### src/rtl/data_cache_pkg.sv
// Shared types and default geometry for the direct-mapped write-through data cache.
package data_cache_pkg;

   localparam int unsigned DC_DATA_WIDTH = 32;
   localparam int unsigned DC_INDEX_BITS = 3;
   localparam int unsigned TAG_BITS      = DC_DATA_WIDTH - DC_INDEX_BITS - 2;
   localparam int unsigned LINES         = 1 << DC_INDEX_BITS;

   typedef enum logic [1:0] {
      IDLE,
      MISS,
      WRITE,
      WDONE
   } cache_state_t;

endpackage

### src/rtl/data_cache_if.sv
// Core-side load/store request plus backing-memory bus, as seen by the data cache.
interface data_cache_if #(
   parameter int unsigned DATA_WIDTH = 32
) ();

   logic                  req_i;
   logic                  write_enable_i;
   logic [DATA_WIDTH-1:0] address_i;
   logic [DATA_WIDTH-1:0] write_value_i;
   logic [DATA_WIDTH-1:0] read_value_o;
   logic                  stall_o;

   logic                  mem_req_o;
   logic                  mem_write_o;
   logic [DATA_WIDTH-1:0] mem_addr_o;
   logic [DATA_WIDTH-1:0] mem_wdata_o;
   logic [DATA_WIDTH-1:0] mem_rdata_i;
   logic                  mem_ack_i;

   // Cache view.
   modport slave (
      input  req_i, write_enable_i, address_i, write_value_i, mem_rdata_i, mem_ack_i,
      output read_value_o, stall_o, mem_req_o, mem_write_o, mem_addr_o, mem_wdata_o
   );

   // Core and memory view.
   modport master (
      output req_i, write_enable_i, address_i, write_value_i, mem_rdata_i, mem_ack_i,
      input  read_value_o, stall_o, mem_req_o, mem_write_o, mem_addr_o, mem_wdata_o
   );

endinterface

### src/rtl/data_cache_array.sv
// Valid/tag/data storage: asynchronous read, one synchronous write, synchronous valid clear.
module data_cache_array #(
   parameter int unsigned DATA_WIDTH = 32,
   parameter int unsigned INDEX_BITS = 3,
   parameter int unsigned TAG_WIDTH  = 27
) (
   input  logic                  clk_i,
   input  logic                  rst_i,
   input  logic [INDEX_BITS-1:0] rdIndex_i,
   output logic                  rdValid_o,
   output logic [TAG_WIDTH-1:0]  rdTag_o,
   output logic [DATA_WIDTH-1:0] rdData_o,
   input  logic                  wrEn_i,
   input  logic [INDEX_BITS-1:0] wrIndex_i,
   input  logic [TAG_WIDTH-1:0]  wrTag_i,
   input  logic [DATA_WIDTH-1:0] wrData_i
);

   localparam int unsigned NumLines = 1 << INDEX_BITS;

   logic [NumLines-1:0]   valid_q;
   logic [TAG_WIDTH-1:0]  tag_q  [NumLines];
   logic [DATA_WIDTH-1:0] data_q [NumLines];

   always_ff @(posedge clk_i) begin
      if (rst_i) begin
         valid_q <= '0;
      end else if (wrEn_i) begin
         valid_q[wrIndex_i] <= 1'b1;
      end
   end

   // Tag and data need no reset; a cleared valid bit masks them.
   always_ff @(posedge clk_i) begin
      if (wrEn_i) begin
         tag_q[wrIndex_i]  <= wrTag_i;
         data_q[wrIndex_i] <= wrData_i;
      end
   end

   assign rdValid_o = valid_q[rdIndex_i];
   assign rdTag_o   = tag_q[rdIndex_i];
   assign rdData_o  = data_q[rdIndex_i];

endmodule

### src/rtl/data_cache.sv
// Direct-mapped, write-through, no-write-allocate data cache between the memory stage and
// backing memory. Stalls the core on read misses and on every store.
module data_cache
   import data_cache_pkg::*;
#(
   parameter int unsigned DATA_WIDTH = DC_DATA_WIDTH,
   parameter int unsigned INDEX_BITS = DC_INDEX_BITS
) (
   input logic         clk_i,
   input logic         rst_i,
   data_cache_if.slave bus
);

   localparam int unsigned TagWidth = DATA_WIDTH - INDEX_BITS - 2;

   cache_state_t          state_q;
   logic                  memReq_q;
   logic                  memWrite_q;
   logic [DATA_WIDTH-1:0] memAddr_q;
   logic [DATA_WIDTH-1:0] memWdata_q;

   logic [INDEX_BITS-1:0] reqIndex;
   logic [TagWidth-1:0]   reqTag;
   logic                  lineValid;
   logic [TagWidth-1:0]   lineTag;
   logic [DATA_WIDTH-1:0] lineData;
   logic                  hit;
   logic                  loadHit;
   logic                  storeHit;
   logic                  fill;
   logic                  needMem;

   logic                  arrWrEn;
   logic [INDEX_BITS-1:0] arrWrIndex;
   logic [TagWidth-1:0]   arrWrTag;
   logic [DATA_WIDTH-1:0] arrWrData;

   logic                  unusedByteOffset;

   assign unusedByteOffset = ^bus.address_i[1:0];

   assign reqIndex = bus.address_i[INDEX_BITS+1:2];
   assign reqTag   = bus.address_i[DATA_WIDTH-1:INDEX_BITS+2];
   assign hit      = lineValid && (lineTag == reqTag);

   assign loadHit  = (state_q == IDLE) && bus.req_i && !bus.write_enable_i && hit;
   assign storeHit = (state_q == IDLE) && bus.req_i && bus.write_enable_i && hit;
   assign fill     = (state_q == MISS) && bus.mem_ack_i;
   // Any store or a load miss must go to memory.
   assign needMem  = bus.req_i && (bus.write_enable_i || !hit);

   data_cache_array #(
      .DATA_WIDTH(DATA_WIDTH),
      .INDEX_BITS(INDEX_BITS),
      .TAG_WIDTH (TagWidth)
   ) u_array (
      .clk_i    (clk_i),
      .rst_i    (rst_i),
      .rdIndex_i(reqIndex),
      .rdValid_o(lineValid),
      .rdTag_o  (lineTag),
      .rdData_o (lineData),
      .wrEn_i   (arrWrEn),
      .wrIndex_i(arrWrIndex),
      .wrTag_i  (arrWrTag),
      .wrData_i (arrWrData)
   );

   // A fill takes its line from the latched miss address; a store hit from the live request.
   always_comb begin
      arrWrEn    = !rst_i && (fill || storeHit);
      arrWrIndex = reqIndex;
      arrWrTag   = reqTag;
      arrWrData  = bus.write_value_i;
      if (fill) begin
         arrWrIndex = memAddr_q[INDEX_BITS+1:2];
         arrWrTag   = memAddr_q[DATA_WIDTH-1:INDEX_BITS+2];
         arrWrData  = bus.mem_rdata_i;
      end
   end

   always_comb begin
      bus.stall_o = 1'b0;
      unique case (state_q)
         IDLE:        bus.stall_o = needMem;
         MISS, WRITE: bus.stall_o = 1'b1;
         WDONE:       bus.stall_o = 1'b0;
         default:     bus.stall_o = 1'b0;
      endcase
   end

   assign bus.read_value_o = loadHit ? lineData : '0;

   always_ff @(posedge clk_i) begin
      if (rst_i) begin
         state_q    <= IDLE;
         memReq_q   <= 1'b0;
         memWrite_q <= 1'b0;
         memAddr_q  <= '0;
         memWdata_q <= '0;
      end else begin
         unique case (state_q)
            IDLE: begin
               if (needMem) begin
                  memReq_q   <= 1'b1;
                  memWrite_q <= bus.write_enable_i;
                  memAddr_q  <= {bus.address_i[DATA_WIDTH-1:2], 2'b00};
                  if (bus.write_enable_i) begin
                     memWdata_q <= bus.write_value_i;
                  end
                  state_q <= bus.write_enable_i ? WRITE : MISS;
               end
            end
            MISS: begin
               if (bus.mem_ack_i) begin
                  memReq_q <= 1'b0;
                  state_q  <= IDLE;
               end
            end
            WRITE: begin
               if (bus.mem_ack_i) begin
                  memReq_q <= 1'b0;
                  state_q  <= WDONE;
               end
            end
            // Held store retires here; req_i is deliberately not sampled.
            WDONE:   state_q <= IDLE;
            default: state_q <= IDLE;
         endcase
      end
   end

   assign bus.mem_req_o   = memReq_q;
   assign bus.mem_write_o = memWrite_q;
   assign bus.mem_addr_o  = memAddr_q;
   assign bus.mem_wdata_o = memWdata_q;

   a_mem_stable: assert property (@(posedge clk_i) disable iff (rst_i)
      (bus.mem_req_o && !bus.mem_ack_i) |=>
      $stable({bus.mem_write_o, bus.mem_addr_o, bus.mem_wdata_o}));

endmodule

### src/flat_wrapper.sv
// flat-port wrapper written by rule: the top's interface ports become plain ports
module data_cache_flat import data_cache_pkg::*;
#(
   parameter int unsigned DATA_WIDTH = DC_DATA_WIDTH,
   parameter int unsigned INDEX_BITS = DC_INDEX_BITS
)
  (clk_i, rst_i, bus_req_i, bus_write_enable_i, bus_address_i, bus_write_value_i, bus_mem_rdata_i, bus_mem_ack_i, bus_read_value_o, bus_stall_o, bus_mem_req_o, bus_mem_write_o, bus_mem_addr_o, bus_mem_wdata_o);
  data_cache_if #(.DATA_WIDTH(DATA_WIDTH)) bus_i ();
  input logic clk_i;
  input logic rst_i;
  input wire logic [$bits(bus_i.req_i)-1:0] bus_req_i;
  input wire logic [$bits(bus_i.write_enable_i)-1:0] bus_write_enable_i;
  input wire logic [$bits(bus_i.address_i)-1:0] bus_address_i;
  input wire logic [$bits(bus_i.write_value_i)-1:0] bus_write_value_i;
  input wire logic [$bits(bus_i.mem_rdata_i)-1:0] bus_mem_rdata_i;
  input wire logic [$bits(bus_i.mem_ack_i)-1:0] bus_mem_ack_i;
  output wire logic [$bits(bus_i.read_value_o)-1:0] bus_read_value_o;
  output wire logic [$bits(bus_i.stall_o)-1:0] bus_stall_o;
  output wire logic [$bits(bus_i.mem_req_o)-1:0] bus_mem_req_o;
  output wire logic [$bits(bus_i.mem_write_o)-1:0] bus_mem_write_o;
  output wire logic [$bits(bus_i.mem_addr_o)-1:0] bus_mem_addr_o;
  output wire logic [$bits(bus_i.mem_wdata_o)-1:0] bus_mem_wdata_o;
  assign bus_i.req_i = bus_req_i;
  assign bus_i.write_enable_i = bus_write_enable_i;
  assign bus_i.address_i = bus_address_i;
  assign bus_i.write_value_i = bus_write_value_i;
  assign bus_i.mem_rdata_i = bus_mem_rdata_i;
  assign bus_i.mem_ack_i = bus_mem_ack_i;
  assign bus_read_value_o = bus_i.read_value_o;
  assign bus_stall_o = bus_i.stall_o;
  assign bus_mem_req_o = bus_i.mem_req_o;
  assign bus_mem_write_o = bus_i.mem_write_o;
  assign bus_mem_addr_o = bus_i.mem_addr_o;
  assign bus_mem_wdata_o = bus_i.mem_wdata_o;
  data_cache #(.DATA_WIDTH(DATA_WIDTH), .INDEX_BITS(INDEX_BITS)) u_core (.clk_i(clk_i), .rst_i(rst_i), .bus(bus_i));
endmodule
### config.mk
export PLATFORM = sky130hd
export DESIGN_NAME = data_cache_flat
export DESIGN_NICKNAME = d
export VERILOG_FILES = /design/src/rtl/data_cache_pkg.sv /design/src/rtl/data_cache_if.sv /design/src/rtl/data_cache_array.sv /design/src/rtl/data_cache.sv /design/src/flat_wrapper.sv
export SDC_FILE = /design/constraint.sdc
export NUM_CORES = 1
export LEC_CHECK = 0
export CORE_MARGIN = 4
export CORE_UTILIZATION = 55
export CTS_BUF_LIST = sky130_fd_sc_hd__clkbuf_16
export CTS_CLUSTER_DIAMETER = 150
export DETAILED_ROUTE_END_ITERATION = 16
export GPL_TIMING_DRIVEN = 0
export PLACE_DENSITY = 0.77
export SLEW_MARGIN = 20
export SYNTH_ARGS = -nofsm -noshare
export SYNTH_HDL_FRONTEND = slang
export SYNTH_SLANG_ARGS = --single-unit
### constraint.sdc
create_clock -name clk_i -period 9.12 [get_ports clk_i]
set_clock_uncertainty 0.2 [all_clocks]
set_input_delay 1.368 -clock clk_i [delete_from_list [all_inputs] [get_ports clk_i]]
set_output_delay 1.368 -clock clk_i [all_outputs]
set_load 0.1 [all_outputs]
Word-level counts from Yosys, hierarchy flattened
Memory sizes are Yosys's and may differ from the RTL's.
Cells that the tools add are included.
{ "totals": {"mem_count": 2, "in_bits": 101, "regBits": 74, "elab_cells": 61, "ramBits": 472} }
{ "classes": {"n_reduce_logical": 22, "order_cmp": 3, "n_mux": 19, "n_bitwise": 1, "n_eq_ne": 8} }
{ "mem_list": {"columns": ["memory", "depth", "word_bits", "rd", "rd_clocked_by_memory_dff", "wr", "line_no", "source"], "rows": [
  ["u_core.u_array.data_q", 8, 32, 1, 0, 1, "data_cache_array.sv:23", "logic [DATA_WIDTH-1:0] data_q [NumLines];"],
  ["u_core.u_array.tag_q", 8, 27, 1, 0, 1, "data_cache_array.sv:22", "logic [TAG_WIDTH-1:0] tag_q [NumLines];"]
]} }
{ "ops": {"columns": ["cell", "n"], "rows": [
  ["$mux W32", 2],
  ["$eq A27 B27 Y1", 1],
  ["$mux W27", 1],
  ["$logic_and A1 B1 Y1", 10],
  ["$reduce_and A3 Y1", 3],
  ["$lt A3 B4 Y1 const B", 2],
  ["$mux W2", 4],
  ["$or A8 B8 Y8", 1],
  ["$pmux W2 S4", 1],
  ["$mux W1", 6],
  ["$eq A2 B2 Y1 const B", 2],
  ["$ne A2 B1 Y1 const B", 2],
  ["$ne A2 B2 Y1 const B", 2],
  ["$bmux W1 S3", 1],
  ["$demux W1 S3", 1],
  ["$ge A3 B1 Y1 const B", 1],
  ["$logic_not A1 Y1", 3],
  ["$mux W3", 1],
  ["$pmux W1 S3", 1],
  ["$eq A2 B1 Y1 const B", 1],
  ["$logic_not A2 Y1", 1],
  ["$logic_or A1 B1 Y1", 2],
  ["$pmux W1 S2", 1],
  ["$reduce_and A2 Y1", 1],
  ["other kinds (2)", 2]
]} }

Depth between registers and ports, before layout
Gate-level depths: netlist of the first run.
{ "depth": {"word_depth": 8, "depth_mapped": 14, "mapped_depth_nobuf": 9} }

Modules after synthesis
A second synthesis of the first run with hierarchy kept.
{ "hier_totals": {"cells_unflattened": 1148, "area_unflattened_um2": 21854.7} }
{ "by_module_without_submodules": {"columns": ["module", "cells_per_inst", "n_inst", "area_per_inst_um2"], "rows": [
  ["data_cache_array", 727, 1, 18117.4],
  ["data_cache", 421, 1, 3737.3]
]} }

Worst setup path before layout of the first run
OpenSTA, ideal clock, no wires.
{ "synth_path": {"path_type": "in2reg", "start": "in bus_address_i[2]", "end": "mem u_core.u_array.data_q[6][0], enable pin", "path_slack_ns": 2.217, "arrival_time_ns": 6.227, "cell_stages": 9, "path_buffers": 1, "setup_ns": 0.476, "t_required_ns": 8.444, "cell_sequence": "buf_6 > mux2i_1 > a22o_1 > o31a_1 > or4_1 > or4b_4 > nor4_1 > a31oi_1 > nor2_1"} }
{ "synth_via": {"elab_chain_len": 8} }
{ "synth_rtl": {"columns": ["element", "line_no", "source"], "rows": [
  ["start, declared", "flat_wrapper.sv:13", "input wire logic [$bits(bus_i.address_i)-1:0] bus_address_i;"],
  ["$mem_v2 Z8 W27 or $bmux W1 S3 (tied branches)", null, null],
  ["$eq A27 B27 Y1 or $mux W1 (tied branches)", "data_cache.sv:44, data_cache_array.sv:41", null],
  ["$logic_and A1 B1 Y1", "data_cache.sv:44", "assign hit = lineValid && (lineTag == reqTag);"],
  ["$logic_and A1 B1 Y1", "data_cache.sv:47", "assign storeHit = (state_q == IDLE) && bus.req_i && bus.write_enable_i && hit;"],
  ["$logic_or A1 B1 Y1", "data_cache.sv:71", "arrWrEn = !rst_i && (fill || storeHit);"],
  ["$logic_and A1 B1 Y1", "data_cache.sv:71", null],
  ["$mux W1", "data_cache_array.sv:35", "if (wrEn_i) begin"],
  ["$mux W1 (implied by the code)", "data_cache_array.sv:37", "data_q[wrIndex_i] <= wrData_i;"],
  ["end, declared", "data_cache_array.sv:23", null]
]} }
Parallel ways exist; a longest one is shown, timed or not. The select of a mux whose other input is x is not followed.

Final worst setup path of the first run
{ "layout_path": {"start": "in bus_address_i[4]", "end": "out bus_read_value_o[3]"} }
{ "layout_via": {"elab_chain_len": 5} }
{ "layout_rtl": {"columns": ["element", "line_no", "source"], "rows": [
  ["$mem_v2 Z8 W27 or $bmux W1 S3 (tied branches)", null, null],
  ["$eq A27 B27 Y1 or $mux W1 (tied branches)", "data_cache.sv:44, data_cache_array.sv:41", null],
  ["$logic_and A1 B1 Y1", "data_cache.sv:44", null],
  ["$logic_and A1 B1 Y1", "data_cache.sv:46", "assign loadHit = (state_q == IDLE) && bus.req_i && !bus.write_enable_i && hit;"],
  ["$mux W32 *", "data_cache.sv:92", "assign bus.read_value_o = loadHit ? lineData : '0;"],
  ["end, declared", "flat_wrapper.sv:17", "output wire logic [$bits(bus_i.read_value_o)-1:0] bus_read_value_o;"]
]} }
Mark *: on every way between the ends. The rest lies on a longest branch, timed or not. The select of a mux whose other input is x is not followed.

==> flow_summary.yaml, run 1 <==
status:
  status: "finished clean"
routing:
  route.detailed.drc: 0
  routed_wirelength_um: 58900
  avgViaCountPerCell: 6.25
  wl_per_cell_um: 27.2
  drt-initial-drc-count: 1367
  via_count: 13500
  firstDrtPassIters: 6
  drt.antenna.violating_nets: 0
layout:
  final_common_cell: "edfxtp_1"
  most-common-layout-cells: "edfxtp_1 (472), clkdlybuf4s50_1 (193), mux2i_1 (96), mux4_2 (86), nand2_1 (82)"
  nets: 1703
  final_layout_size_suffix_gt1_frac: 0.204
  syn_to_final_growth_pct: 23.6
clock_tree:
  cts-root-buf: "clkbuf_16"
  cts_max_level: 2
  cts_resized: 0
  post_cts_buffers: 0
  postCtsHoldBufs: 0
  cts_tree: "done"
  clk_latency_ps: 600
  cts_buffers: 53
  clkSinkCount: 546
  clockBufferDepth: 3
  clk_pin_slew_ps: 70
pwr:
  p_per_area_mw_per_mm2: 227
  leakage_nw: 9.23
  power_mw: 6.25
  ir_worst_vdd_v: 0.000174
floorplan:
  start_util: 0.559
  rows: 73
  ios: 200
  fp.dieW_um: 209
  core_mm2: 0.0399
  die_h_um: 209
  die_area_mm2: 0.0438
synth:
  avgSynthCellArea_um2: 16.9
  yosysTopAreaCellShare: 0.635
  ys.flop_type: "edfxtp_1"
  syn_inst: 1320
  ys_types: 62
  synth_async_sr_flop_share: 0
  synthesis.area_mm2: 0.0223
  synth_area_leaders: "edfxtp_1 (64%), mux4_2 (8.7%), dfxtp_1 (6.6%), mux2i_1 (4.3%), mux2_2 (3.5%)"
  synth_edf_count: 472
  seq_area_frac_synth: 0.702
  synth_top_cell_by_area: "edfxtp_1"
  synth_warnings: 0
  ys_ff_latch: 546
sta:
  holdWs_ps: 254
  period_share: 0.916
  relSlewSlack: 0.305
  setup_tns_ps: 0
  hold_viol: 0
  worstMarginPinSlew_ps: 1040
  clock.fmax_mhz: 120
  finalSetupViolations: 0
  slew_viol_final: 0
  min_period_ps: 8360
  grt_setup_unrepaired: "no"
setup_path:
  path_class: "primary input to primary output"
  cp_data_arrival_time_ps: 6790
  r2r_setup_slack_ps: 3770
  r2r_start: "u_core.u_array.tag_q[7][26]$_DFFE_PP_"
  cp-end-kind: "primary output"
  regToRegEndpoint: "u_core.u_array.data_q[2][13]$_DFFE_PP_"
  worst-path-max-fanout: 10
  required_ps: 7550
  worstRegToRegCells: 11
  worst_setup_path_start_kind: "primary input"
global_routing:
  grt_pass1_wl_um: 88100
  antenna_found_initial: 1
  grt_pass1_vias: 14100
  grt_max_degree: 21
  grtUsageTotal: 0.266
  globalRouteOverflowTotal: 0
min_path:
  hold_end: "u_core.bus.mem_wdata_o[7]$_SDFFE_PP0P_"
  hold_class: "register to register"
  hold_start: "u_core.bus.mem_wdata_o[7]$_SDFFE_PP0P_"
  holdPathStages: 2
placed_design:
  numPortBuffers: 193
  place_congestion: 0.911
  hpwl_um: 39100
flow_run:
  cap_viol_max_count: 0
## Yosys cell counts, drive strengths merged, types with 2 or more instances
cell type,number
o21bai,3
mux2i,96
nor3b,3
or2,4
nand4,5
a22oi,10
nor2b,8
ha,5
and2,2
a221oi,3
nand2,82
a31oi,3
edfxtp,472
mux2,70
nand4b,2
and3,4
or4,4
clkbuf,36
xnor2,13
o21a,4
mux4,86
a21oi,73
dfxtp,74
a22o,13
inv,14
nand2b,6
nor4,5
nand3,37
buf,46
a21o,2
nor2,51
a211oi,3
a2111oi,3
nor4b,3
o21ai,37
nor3,8
a311oi,2
xor2,2
o22ai,14
## kinds of logic after synthesis
kind of cell,count (synthesis),share of synthesized area
adders and majority gates,5,0.00280
and+or+nand+nor,229,0.0533
muxes,252,0.165
buffers and inverters,96,0.0234
AOI/OAI and AO/OA,176,0.0474
DFF,546,0.702
xor gates and xnor gates,15,0.00589
other,1,0.000168
## worst max-delay path, cell delays in order
cell and delay (ps):
clkdlybuf4s50_1 510, buf_4 220, buf_6 220, buf_6 200, buf_2 380, mux4_2 370
mux2i_1 260, xnor2_1 200, or4_1 520, or4_1 620, buf_2 220, buf_6 170
nor2_1 310, clkdlybuf4s50_1 1200
## stage by stage
step	utilization	setup WS [ps]	instance area, um^2	std cells
3_3_place_gp	0.624	-1710	24900	2039
5_1_grt	0.691	641	27600	2166
6_report	0.691	764	27600	2167
3_5_place_dp	0.643	864	25700	2066
2_1_floorplan	-	2220	22300	1321
4_1_cts	0.690	836	27500	2165
## worst max-delay path by stage
stage / startpoint / depth (start not counted) / to / slack (ps)
after floorplan: bus_address_i[2] / 9 / u_core.u_array.data_q[6][0]$_DFFE_PP_ / 2220
after global placement: bus_address_i[4] / 12 / u_core.u_array.data_q[3][13]$_DFFE_PP_ / -1710
after detailed placement: bus_address_i[4] / 14 / bus_read_value_o[2] / 860
after CTS: bus_address_i[4] / 14 / bus_read_value_o[3] / 840
after global routing: bus_address_i[4] / 15 / bus_read_value_o[1] / 640
final: bus_address_i[4] / 14 / bus_read_value_o[3] / 760
## per-layer routing
metal  vias up  routed length, um  global-route usage
met5         -                 12                   0
met1      6818              22100               0.350
met3       163               5620              0.0664
met2       799              28700               0.437
li1       5754                  -                   -
met4         2               2400              0.0959
## sequential cells by signal, summed over array words and instances, names as in the netlist
name,flops
u_core.bus.mem_addr_o,30
u_core.bus.mem_req_o,1
u_core.bus.mem_wdata_o,32
u_core.bus.mem_write_o,1
u_core.state_q,2
u_core.u_array.data_q,256
u_core.u_array.tag_q,216
u_core.u_array.valid_q,8
## area by class of cell
class | count | area (um^2)
antenna | 1 | 2.50
fill | 2527 | 12300
multi-input combinational | 679 | 6200
clock inverter | 45 | 523
timing repair buffer | 221 | 2660
sequential | 546 | 15700
tap | 525 | 657
clock buffer | 54 | 1350
inverter | 14 | 52.6
buffer | 82 | 470
## power by group
part           leakage, nW  switching, mW  internal (mW)
clock                0.944          0.922           1.41
combinational         3.43          0.717          0.305
sequential            4.85         0.0465           2.84
No activity file was read; power rests on OpenSTA's default activity.
==> run 2: changes to the inputs <==
- GPL_TIMING_DRIVEN: 0 -> default
==> run 2 against run 1 <==
Compared with the run above: core utilization down 2.7 points; final area down 3.9%; critical endpoint is now bus_read_value_o[1]; largest cell class unchanged; final cell count down 3.7%; worst hold slack worse by 2.3 ps; non-clock buffer count down 81; worst setup slack better by 1200 ps.
==> flow_summary.yaml, run 2 (synthesis results as in run 1) <==
layout:
  nets: 1623
  final_common_cell: "edfxtp_1"
  most-common-layout-cells: "edfxtp_1 (472), clkdlybuf4s50_1 (158), mux2i_1 (96), mux4_2 (86), nand2_1 (80)"
  syn_to_final_growth_pct: 18.8
  top_register: "u_core.u_array.data_q"
  final_layout_size_suffix_gt1_frac: 0.211
  largest_reg_flops: 256
  fill_cells: 2628
  finalInstanceArea_mm2: 0.0265
  antenna_cells: 0
sta:
  slew_viol_final: 0
  hold_viol: 0
  relSlewSlack: 0.269
  clock.fmax_mhz: 140
  finalWorstSetupSlack_ps: 1960
  grt_setup_unrepaired: "no"
  setup_tns_ps: 0
  finalSetupViolations: 0
  min_period_ps: 7160
  period_share: 0.785
  worstMarginPinSlew_ps: 1100
min_path:
  hold_class: "register to register"
routing:
  firstDrtPassIters: 5
  via_count: 12700
  drt.antenna.violating_nets: 0
  route.detailed.drc: 0
  drt-initial-drc-count: 1339
  wl_per_cell_um: 25.2
  avgViaCountPerCell: 6.09
  routed_wirelength_um: 52600
global_routing:
  grt_max_degree: 80
  globalRouteOverflowTotal: 0
  grt_pass1_vias: 13200
  grt_pass1_wl_um: 79500
  grtUsageTotal: 0.237
  antenna_found_initial: 0
clock_tree:
  clk_latency_ps: 600
  clkSinkCount: 546
  cts_buffers: 54
  post_cts_buffers: 0
  cts_tree: "done"
  cts_max_level: 2
  clockBufferDepth: 3
  clk_pin_slew_ps: 60
  postCtsHoldBufs: 0
  cts_resized: 0
  cts-root-buf: "clkbuf_16"
setup_path:
  worst-path-max-fanout: 45
  required_ps: 7550
  r2r_setup_slack_ps: 4100
  worst_setup_path_start_kind: "primary input"
  cp_data_arrival_time_ps: 5590
  path_class: "primary input to primary output"
  cp-end-kind: "primary output"
status:
  status: "finished clean"
pwr:
  leakage_nw: 8.90
  power_mw: 6.10
  ir_worst_vdd_v: 0.000149
  p_per_area_mw_per_mm2: 230
floorplan:
  ios: 200
  core_mm2: 0.0399
  die_area_mm2: 0.0438
  die_h_um: 209
  fp.dieW_um: 209
  rows: 73
  start_util: 0.559
placed_design:
  pre_cts_ws_ps: 1810
  place_congestion: 0.793
  placed_area_mm2: 0.0247
  numPortBuffers: 195
  hpwl_um: 30200
flow_run:
  cap_viol_max_count: 0
## run 2: area by class of cell
| class | instances | area (um^2) | area share |
|---|---|---|---|
| multi-input combinational | 679 | 6210 | 0.234 |
| tap | 525 | 657 | 0.0248 |
| clock buffer | 55 | 1380 | 0.0519 |
| sequential | 546 | 15700 | 0.591 |
| inverter | 14 | 52.6 | 0.00198 |
| timing repair buffer | 222 | 2130 | 0.0802 |
| clock inverter | 45 | 419 | 0.0158 |
## run 2: metrics by stage
step | instances | utilization | hold WS (ps)
final | 2086 | 0.664 | 252
after global routing | 2086 | 0.664 | 269
after CTS | 2086 | 0.664 | 253
after detailed placement | 1986 | 0.619 | 247
after global placement | 1985 | 0.619 | 241
after floorplan | 1321 | - | 246
## run 2: report_power, final
part           switching (mW)  total, mW  internal [mW]  leakage (nW)
Combinational           0.688      0.973          0.285          3.13
Clock                   0.918       2.24           1.32         0.923
Sequential             0.0428       2.89           2.84          4.85
## run 2: worst paths after layout
kind / startpoint / to / cells after the start
max: bus_address_i[4] / bus_read_value_o[1] / 12
min: u_core.bus.mem_wdata_o[21]$_SDFFE_PP0P_ / u_core.bus.mem_wdata_o[21]$_SDFFE_PP0P_ / 2
max reg2reg: u_core.u_array.tag_q[0][7]$_DFFE_PP_ / u_core.u_array.data_q[4][17]$_DFFE_PP_ / 9
min reg2reg: u_core.bus.mem_wdata_o[21]$_SDFFE_PP0P_ / u_core.bus.mem_wdata_o[21]$_SDFFE_PP0P_ / 2
## run 2: critical path, cell delays in order
cell	delay, ps
buf_4	580
buf_4	650
mux2i_1	160
a22o_1	250
a221oi_1	260
xnor2_1	270
nand4_1	160
or4_1	410
or4_1	560
buf_4	290
nor2_1	220
buf_4	320
## run 2: routing by layer
metal | share of wire | GRT usage | vias up
li1 | - | - | 5594
met1 | 0.40 | 0.321 | 6465
met2 | 0.50 | 0.395 | 539
met3 | 0.080 | 0.0505 | 106
met4 | 0.025 | 0.0668 | 0
met5 | 0 | 0 | -
==> run 3: changes to the inputs <==
- clock period: 9.12 -> 7.35 ns (I/O delays scaled with it)
==> run 3 against run 2 <==
Compared with the run above: worst setup slack got worse by 1100 ps; count of clock-buffer cells in the layout fell by 1; power rose by 24%; first-iteration DRC count fell by 7.2%; highest routed layer is now met5.
==> flow_summary.yaml, run 3 (synthesis results as in run 1) <==
status:
  status: "finished clean"
setup_path:
  path_class: "primary input to primary output"
  worst-path-max-fanout: 51
  required_ps: 6050
  cp-end-kind: "primary output"
  cp_data_arrival_time_ps: 5220
  worst_setup_path_start_kind: "primary input"
clock_tree:
  clockBufferDepth: 3
  cts_resized: 0
  cts-root-buf: "clkbuf_16"
  post_cts_buffers: 0
  cts_buffers: 53
  postCtsHoldBufs: 0
  clkSinkCount: 546
  clk_latency_ps: 570
  cts_max_level: 2
  clk_pin_slew_ps: 60
  cts_tree: "done"
routing:
  drt.antenna.violating_nets: 0
  routed_wirelength_um: 52200
  route.detailed.drc: 0
  drt-initial-drc-count: 1242
  wl_per_cell_um: 25.0
  via_count: 12700
  firstDrtPassIters: 5
  avgViaCountPerCell: 6.07
floorplan:
  rows: 73
  die_area_mm2: 0.0438
  core_mm2: 0.0399
  die_h_um: 209
  fp.dieW_um: 209
  ios: 200
  start_util: 0.559
layout:
  final_common_cell: "edfxtp_1"
  nets: 1628
  multiInputGateArea_mm2: 0.00622
  syn_to_final_growth_pct: 20.8
  fill_cells: 2632
  final_layout_size_suffix_gt1_frac: 0.215
  layoutNonFillerInstCount: 2090
  top_register: "u_core.u_array.data_q"
  most-common-layout-cells: "edfxtp_1 (472), clkdlybuf4s50_1 (158), mux2i_1 (96), mux4_2 (86), nand2_1 (80)"
  seq_area_mm2: 0.0157
  largest_reg_flops: 256
sta:
  finalWorstSetupSlack_ps: 829
  grt_setup_unrepaired: "no"
  min_period_ps: 6520
  relSlewSlack: 0.313
  worstMarginPinSlew_ps: 1030
  slew_viol_final: 0
  clock.fmax_mhz: 153
  holdWs_ps: 254
  hold_viol: 0
  period_share: 0.887
  finalSetupViolations: 0
  setup_tns_ps: 0
pwr:
  leakage_nw: 9.01
  power_mw: 7.57
  p_per_area_mw_per_mm2: 281
  ir_worst_vdd_v: 0.000179
min_path:
  hold_class: "register to register"
global_routing:
  grt_pass1_vias: 13100
  grtUsageTotal: 0.235
  antenna_found_initial: 2
  grt_max_degree: 68
  grt_pass1_wl_um: 79500
  globalRouteOverflowTotal: 0
flow_run:
  cap_viol_max_count: 0
placed_design:
  hpwl_um: 30600
  pre_cts_ws_ps: 914
  numPortBuffers: 195
  place_inst: 1992
  place_congestion: 0.823
## run 3: final timing paths
check                                                 end  slack (ps)  depth (start not counted)                               startpoint
setup / recovery                     bus_read_value_o[16]         830                         10                         bus_address_i[2]
hold / removal    u_core.bus.mem_wdata_o[10]$_SDFFE_PP0P_         250                          2  u_core.bus.mem_wdata_o[10]$_SDFFE_PP0P_
setup reg to reg     u_core.u_array.tag_q[0][9]$_DFFE_PP_        2900                          9    u_core.u_array.tag_q[7][26]$_DFFE_PP_
hold reg to reg   u_core.bus.mem_wdata_o[10]$_SDFFE_PP0P_         250                          2  u_core.bus.mem_wdata_o[10]$_SDFFE_PP0P_
## run 3: metal layers
metal / wire, um / track usage
met4: 1260 / 0.0617
met5: 13 / 0
met1: 21300 / 0.331
met3: 4090 / 0.0392
met2: 25600 / 0.388
## run 3: critical path, cell delays in order
cell     delay (ps)
buf_6           450
nor2b_1         870
a22o_1          310
nor3_1           60
nor4b_1         540
or4bb_1         520
or4_1           520
buf_4           290
nor2_1          280
buf_12          210
## run 3: layout make-up
class | count | share of cell area
Sequential cell | 546 | 0.581
Multi-Input combinational cell | 679 | 0.231
Timing Repair Buffer | 228 | 0.0956
Clock buffer | 54 | 0.0501
Tap cell | 525 | 0.0244
Clock inverter | 43 | 0.0162
Inverter | 14 | 0.00195
Antenna cell | 1 | 0.0000929
## run 3: stage by stage
stage           util  cell area [um^2]
6_report       0.675             26900
4_1_cts        0.675             26900
3_5_place_dp   0.630             25100
2_1_floorplan      -             22300
5_1_grt        0.675             26900
3_3_place_gp   0.630             25100
## run 3: power breakdown
| part | internal [mW] | switching, mW |
|---|---|---|
| registers | 3.53 | 0.0508 |
| clock network | 1.64 | 1.12 |
| logic | 0.362 | 0.857 |
| total | 5.54 | 2.03 |
